$ cat config.mk
export PLATFORM = sky130hd
export DESIGN_NAME = moore_pattern_detector
export DESIGN_NICKNAME = d
export VERILOG_FILES = /design/src/rtl/moore_pattern_detector.sv
export SDC_FILE = /design/constraint.sdc
export NUM_CORES = 1
export LEC_CHECK = 0
export BUFFER_PORTS_ARGS = -buffer_cell sky130_fd_sc_hd__buf_4
export CAP_MARGIN = 30
export CORE_MARGIN = 2
export CORE_UTILIZATION = 50
export CTS_CLUSTER_DIAMETER = 40
export CTS_CLUSTER_SIZE = 14
export DETAILED_ROUTE_END_ITERATION = 10
export GPL_TIMING_DRIVEN = 0
export HOLD_SLACK_MARGIN = 0.1
export PLACE_DENSITY = 0.74
export SYNTH_ARGS = -nofsm -noshare
export SYNTH_HDL_FRONTEND = slang
export SYNTH_SLANG_ARGS = --single-unit
$ cat constraint.sdc
create_clock -name clk -period 4.4 [get_ports clk]
set_input_delay 0.88 -clock clk [delete_from_list [all_inputs] [get_ports clk]]
set_output_delay 0.88 -clock clk [all_outputs]
set_load 0.01 [all_outputs]
$ cat src/rtl/moore_pattern_detector.sv
// ---------------------------------------------------------------------------
// moore_pattern_detector
//
// Parametrised Moore serial pattern detector. The state register holds the
// number of pattern bits currently matched (0..N_BITS). The next state is the
// KMP transition: the longest prefix of the pattern that is a suffix of
// (matched prefix + new bit). The pattern is runtime-loadable; a saturating
// counter tallies completed matches.
//
// Ports:
//   clk          rising-edge clock
//   rst          synchronous active-high reset (state, pattern, counter)
//   In_Valid     In_Data is sampled this cycle
//   In_Data      serial input bit
//   Load_Pattern load Pattern into the pattern register, restart search
//   Pattern      new pattern, MSB is the first bit in time
//   Count_Clr    clear the match counter (wins over increment)
//   Out_State    current state (bits matched)
//   Out_Match    high while state == N_BITS
//   Match_Count  saturating match counter
// ---------------------------------------------------------------------------
module moore_pattern_detector #(
  parameter int unsigned         N_BITS      = 4,
  parameter logic [N_BITS-1:0]   PAT_DEFAULT = 4'b1011,
  parameter bit                  OVERLAP     = 1'b1,
  parameter int unsigned         CNT_W       = 8
) (
  input  logic                        clk,
  input  logic                        rst,
  input  logic                        In_Valid,
  input  logic                        In_Data,
  input  logic                        Load_Pattern,
  input  logic [N_BITS-1:0]           Pattern,
  input  logic                        Count_Clr,
  output logic [$clog2(N_BITS+1)-1:0] Out_State,
  output logic                        Out_Match,
  output logic [CNT_W-1:0]            Match_Count
);

  localparam int unsigned       ST_W = $clog2(N_BITS + 1);
  localparam logic [ST_W-1:0]   FULL = ST_W'(N_BITS);

  logic [N_BITS-1:0] pat_reg;
  logic [ST_W-1:0]   state;
  logic              match_r;
  logic [CNT_W-1:0]  cnt;

  // pattern bits in time order: pt[0] is the first bit expected
  logic [N_BITS-1:0] pt;
  // next state for every possible effective current state, given In_Data
  logic [ST_W-1:0]   kk [N_BITS+1];
  logic [ST_W-1:0]   s_eff;
  logic [ST_W-1:0]   nxt;
  logic              ok;

  // Without overlap a completed match restarts the search from empty.
  assign s_eff = (state == FULL && !OVERLAP) ? '0 : state;

  // The transition is evaluated for each candidate state with constant
  // indices and the live one is then selected, so no variable bit-select of
  // the pattern is needed. For state sv, candidate k is valid when the last
  // k-1 matched bits (pt[sv-k+1 .. sv-1]) equal pt[0 .. k-2] and In_Data
  // equals pt[k-1]; the largest valid k wins.
  always_comb begin
    ok = 1'b0;
    for (int unsigned i = 0; i < N_BITS; i++) begin
      pt[i] = pat_reg[N_BITS-1-i];
    end
    for (int unsigned sv = 0; sv <= N_BITS; sv++) begin
      kk[sv] = '0;
      for (int unsigned k = 1; k <= N_BITS; k++) begin
        if (k <= sv + 1) begin
          ok = (pt[k-1] == In_Data);
          for (int unsigned j = 0; j + 1 < k; j++) begin
            if (pt[sv + 1 - k + j] != pt[j]) begin
              ok = 1'b0;
            end
          end
          if (ok) begin
            kk[sv] = ST_W'(k);
          end
        end
      end
    end
    nxt = kk[s_eff];
  end

  always_ff @(posedge clk) begin
    if (rst) begin
      state   <= '0;
      match_r <= 1'b0;
      pat_reg <= PAT_DEFAULT;
      cnt     <= '0;
    end else begin
      if (Load_Pattern) begin
        pat_reg <= Pattern;
        state   <= '0;
        match_r <= 1'b0;
      end else if (In_Valid) begin
        state   <= nxt;
        match_r <= (nxt == FULL);
      end

      if (Count_Clr) begin
        cnt <= '0;
      end else if (!Load_Pattern && In_Valid && nxt == FULL && cnt != '1) begin
        cnt <= cnt + 1'b1;
      end
    end
  end

  assign Out_State   = state;
  assign Out_Match   = match_r;
  assign Match_Count = cnt;

endmodule

# == Word level (Yosys, flattened, before mapping) ==
# Cells that the tools add are included.
# totals
register_bits,16
out_inout_bits,12
elab_cells,48
# classes
n_addsub,1
magnitude_cmp,1
n_eq_ne,12
mux,23
n_bitwise,1
reduce_logical,6
# ops
cell,count
two-way mux 3 bit,8
two-way mux 1 bit,11
binary-select mux 3 bit (select 3 bit),1
adder 8 x 1 -> 8 bit (second input constant),1
!= test 8 bit (second input constant),1
two-way mux 2 bit,3
!= test 1 bit,6
equality test 1 bit,4
greater-or-equal comparator 4 bit (second input constant),1
inverter 3 -> 4 bit,1
OR reduction 2 bit,2
equality test 3 bit (second input constant),1
logical AND 1 bit,3
zero test 1 bit,1

# == Depth between registers and ports, before layout ==
# depth
ltp_word,11
mapped_depth,7
ltp_nobuf,6

# == Least setup slack after synthesis ==
# Ideal clock, no wire load.
# synth_timing
path_type,input to register
from,input port In_Data
to,"register cnt[4], in the netlist Match_Count[4]"
setup_time_ns,0.070
arrival_time_ns,2.184
required_time_ns,4.330
slack_ns,2.147
path_stages,5
n_path_buf,1
path_cell_list,buf_6 -> nor2b_1 -> o32a_2 -> or4_1 -> a21oi_1
# synth_between
elab_chain_cells,11
elab_cells_between_ends,30
# synth_lines
item,line,source
from (decl),31,"input logic In_Data,"
equality test 1 bit,73,ok = (pt[k-1] == In_Data);
two-way mux 1 bit (on tied branches),"79, 75",
two-way mux 2 bit or two-way mux 1 bit (tied branches),"79, 75",
two-way mux 3 bit or two-way mux 1 bit (tied branches),"79, 75",
two-way mux 3 bit,79,if (ok) begin
binary-select mux 3 bit (select 3 bit) *,85,nxt = kk[s_eff];
two-way mux 3 bit (not written as such) * (2 in a row),85,
equality test 3 bit *,106,end else if (!Load_Pattern && In_Valid && nxt == FULL && cnt != '1) begin
logical AND 1 bit * (2 in a row),106,
to (signal assigned),107,cnt <= cnt + 1'b1;
to (decl),46,logic [CNT_W-1:0] cnt;
# Mark *: on every way between the ends. The rest lies on a longest branch, timed or not. The select of a mux whose other input is x is not followed.
# A chain may end at the register's enable or synchronous reset.

# == Worst setup path after layout ==
# Same ends and word-level chain as after synthesis.

==> results.yml <==
status:
  outcome: "finished clean"
synth:
  synth-edff-count: 0
  synth_cell_types: 45
  synth.most_common_cell: "dfxtp_1"
  synth_seq_cells: 16
  synth_common_cells: "dfxtp_1, nand2_1, a21oi_1"
  synth_nets: 139
  yosysSeqAreaShare_pct: 30.59
  synthFlopType: "dfxtp_1"
  netlist.area_leader.share_pct: 30.59
  ys_warn_count: 0
  synthArstFlopShare_pct: 0
  netlist_area_mm2: 0.001047
  synth_top_cell_by_area: "dfxtp_1"
  synthCells: 128
  synth_area_leaders: "dfxtp_1, o21a_1, nor2b_1, a21oi_1, nand2_1"
  syn_area_per_cell_um2: 8.182
floorplan:
  ios: 22
  die_y_um: 49.77
  die_x_um: 49.77
  coreArea_mm2: 0.001962
  die_area_mm2: 0.002477
  start_util_pct: 53.38
  std_cell_rows: 16
grt:
  grt_pass1_wl_mm: 4.098
  gr-total-overflow: 0
  antenna_found_initial: 0
  first_global_vias: 913
  grt_max_degree: 11
  gr-usage-all-layers_pct: 20.99
power_and_ir_drop:
  pwr_density_cell_mw_per_mm2: 239.6
  ir_drop_mv: 0.2337
  leakage_nw: 0.4847
timing:
  fin_crit_ns: 2.216
  tightestPinTransition_ns: 0.4805
  slew_viol_final: 0
  timing.final.crit_share_pct: 50.37
  hold_viol_final: 0
  maxSlewHeadroom_pct: 67.97
  rsz0062_at_grt: "false"
  fin_worst_skew_ns: 0.003632
  setup_viol: 0
  setup_tns_ns: 0
  fmax_ghz: 0.4512
worst_setup_path:
  r2r_cells: 5
  critical_path_class: "in2reg"
  r2r_end: "Match_Count[4]$_SDFFE_PP0P_"
  worstPathRequired_ns: 4.62
  cp-end-kind: "flop"
  r2r_slack_ns: 2.47
  worstPathArrival_ns: 2.44
  r2r-start: "Out_State[2]$_SDFFE_PP0P_"
  cp-start-kind: "primary input"
  cp_max_fo: 10
route:
  postRouteAntennaNets: 0
  drc: 0
  drt_iter0_markers: 28
  dr.pass1.iters: 4
  wirelength_mm: 2.398
  wire_per_inst_um: 13.47
  viasPerCell: 5.899
  num_vias: 1050
clocking:
  cts.repair.resized: 0
  cts_hold_buffers: 0
  root_buffer: "clkbuf_4"
  post_cts_buffers: 0
  cts.sinks: 16
  cts_tree: "built"
  numCtsBuffers: 3
  cts_max_level: 1
  clk_pin_slew_ns: 0.10
  cts_buffer_depth: 2
  clk_latency_ns: 0.29
final_layout:
  stdcell_count: 178
  largest_register_ff_count: 8
  diodes: 0
  area_delta_synth_final_pct: 20.31
  num-nets-final: 163
  nFillCells: 199
  final_area_mm2: 0.001260
  utilization_pct: 64.22
  multi_input_area_um2: 659.4
  regArea_um2: 320.3
  layout-drive-gt1-share_pct: 19.21
min_path:
  hp-class: "reg2reg"
  worst_hold_path.endpoint: "Out_Match$_SDFFE_PP0P_"
  whs_path_depth: 1
  hold_start: "Out_Match$_SDFFE_PP0P_"
placement:
  placed_area_mm2: 0.001224
  portBuffers: 19
  place_congestion: 0.8683
  dp_hpwl_mm: 1.789
  dp_cells: 174
run:
  maxCapViolations: 0
-- per-layer routing --
metal  global-route usage [%]  wire length (µm)  vias to the layer above  part of all wire (%)
met2                    35.78              1223                       34                    51
met4                    7.407                 0                        0                     0
met1                    27.05              1057                      487                    44
li1                         -                 -                      529                     -
met5                        0                 0                        -                     0
met3                    2.727               117                        0                   4.9
-- cell families (layout without fill, tap and decap cells) --
| group | after synthesis | in the layout | synth area share [%] |
|---|---|---|---|
| multiplexers | 4 | 4 | 3.943 |
| XOR/XNOR | 2 | 2 | 1.673 |
| adder cells (fa/ha/maj) | 1 | 1 | 1.195 |
| AND/OR/NAND/NOR | 57 | 57 | 32.02 |
| AO/OA/AOI/OAI | 35 | 35 | 24.13 |
| flip-flops | 16 | 16 | 30.59 |
| buffers and inverters | 13 | 36 | 6.451 |
-- report_power, final --
part           leakage [nW]  internal [mW]  switching, mW
Combinational         0.334         0.0237         0.0268
Clock                0.0210         0.0504         0.0490
Sequential            0.130          0.148        0.00367
-- how the worst max path moves through the flow --
stage	cells after the start	slack, ns	startpoint	endpoint
2_1_floorplan	5	2.15	In_Data	Match_Count[4]$_SDFFE_PP0P_
6_report	6	2.18	In_Data	Match_Count[4]$_SDFFE_PP0P_
3_5_place_dp	6	1.89	In_Data	Match_Count[4]$_SDFFE_PP0P_
4_1_cts	6	2.18	In_Data	Match_Count[4]$_SDFFE_PP0P_
3_3_place_gp	7	1.91	In_Data	Out_State[2]$_SDFFE_PP0P_
5_1_grt	6	2.12	In_Data	Match_Count[4]$_SDFFE_PP0P_
-- through the flow --
stage	power, mW	setup slack, ns	hold slack (ns)
3_5_place_dp	0.2054	1.892	0.4506
2_1_floorplan	0.1900	2.147	0.4951
6_report	0.3019	2.184	0.4663
4_1_cts	0.3040	2.185	0.4748
3_3_place_gp	0.2046	1.908	0.4361
5_1_grt	0.3161	2.116	0.4940
-- worst max-delay path, stage by stage --
cell and delay [ns]:
buf_4 0.12, buf_6 0.13, nor2b_1 0.15, o32a_2 0.46, or4_1 0.51, a21oi_1 0.17
-- layout make-up --
cell class / count / share of cell area [%]
multi-input cells: 99 / 52.33
flip-flops and latches: 16 / 25.42
repair buffers: 19 / 11.32
plain buffers: 8 / 3.873
clock buffers: 4 / 2.880
well taps: 27 / 2.681
inverters: 5 / 1.490
-- placed cells by master, fill, tap and decap left out, types with 2 or more instances in the layout --
cell type and count:
nand2_1 9, o31ai_1 4, and3_1 3, inv_1 5, a211oi_1 2, or3_1 2, nor2b_1 6, clkbuf_1 3
nor4_1 4, nand2b_1 5, buf_6 2, or2_1 2, o21a_1 6, nand3b_1 2, nor3b_1 2, xor2_1 2
nand4bb_1 2, nand3_1 6, or4_1 4, a21oi_1 7, buf_2 3, nor2_1 6, o21ai_1 2, mux2i_1 3
buf_4 19, dfxtp_1 16, clkbuf_4 3
Note: power is estimated with default switching activity, not from simulation.
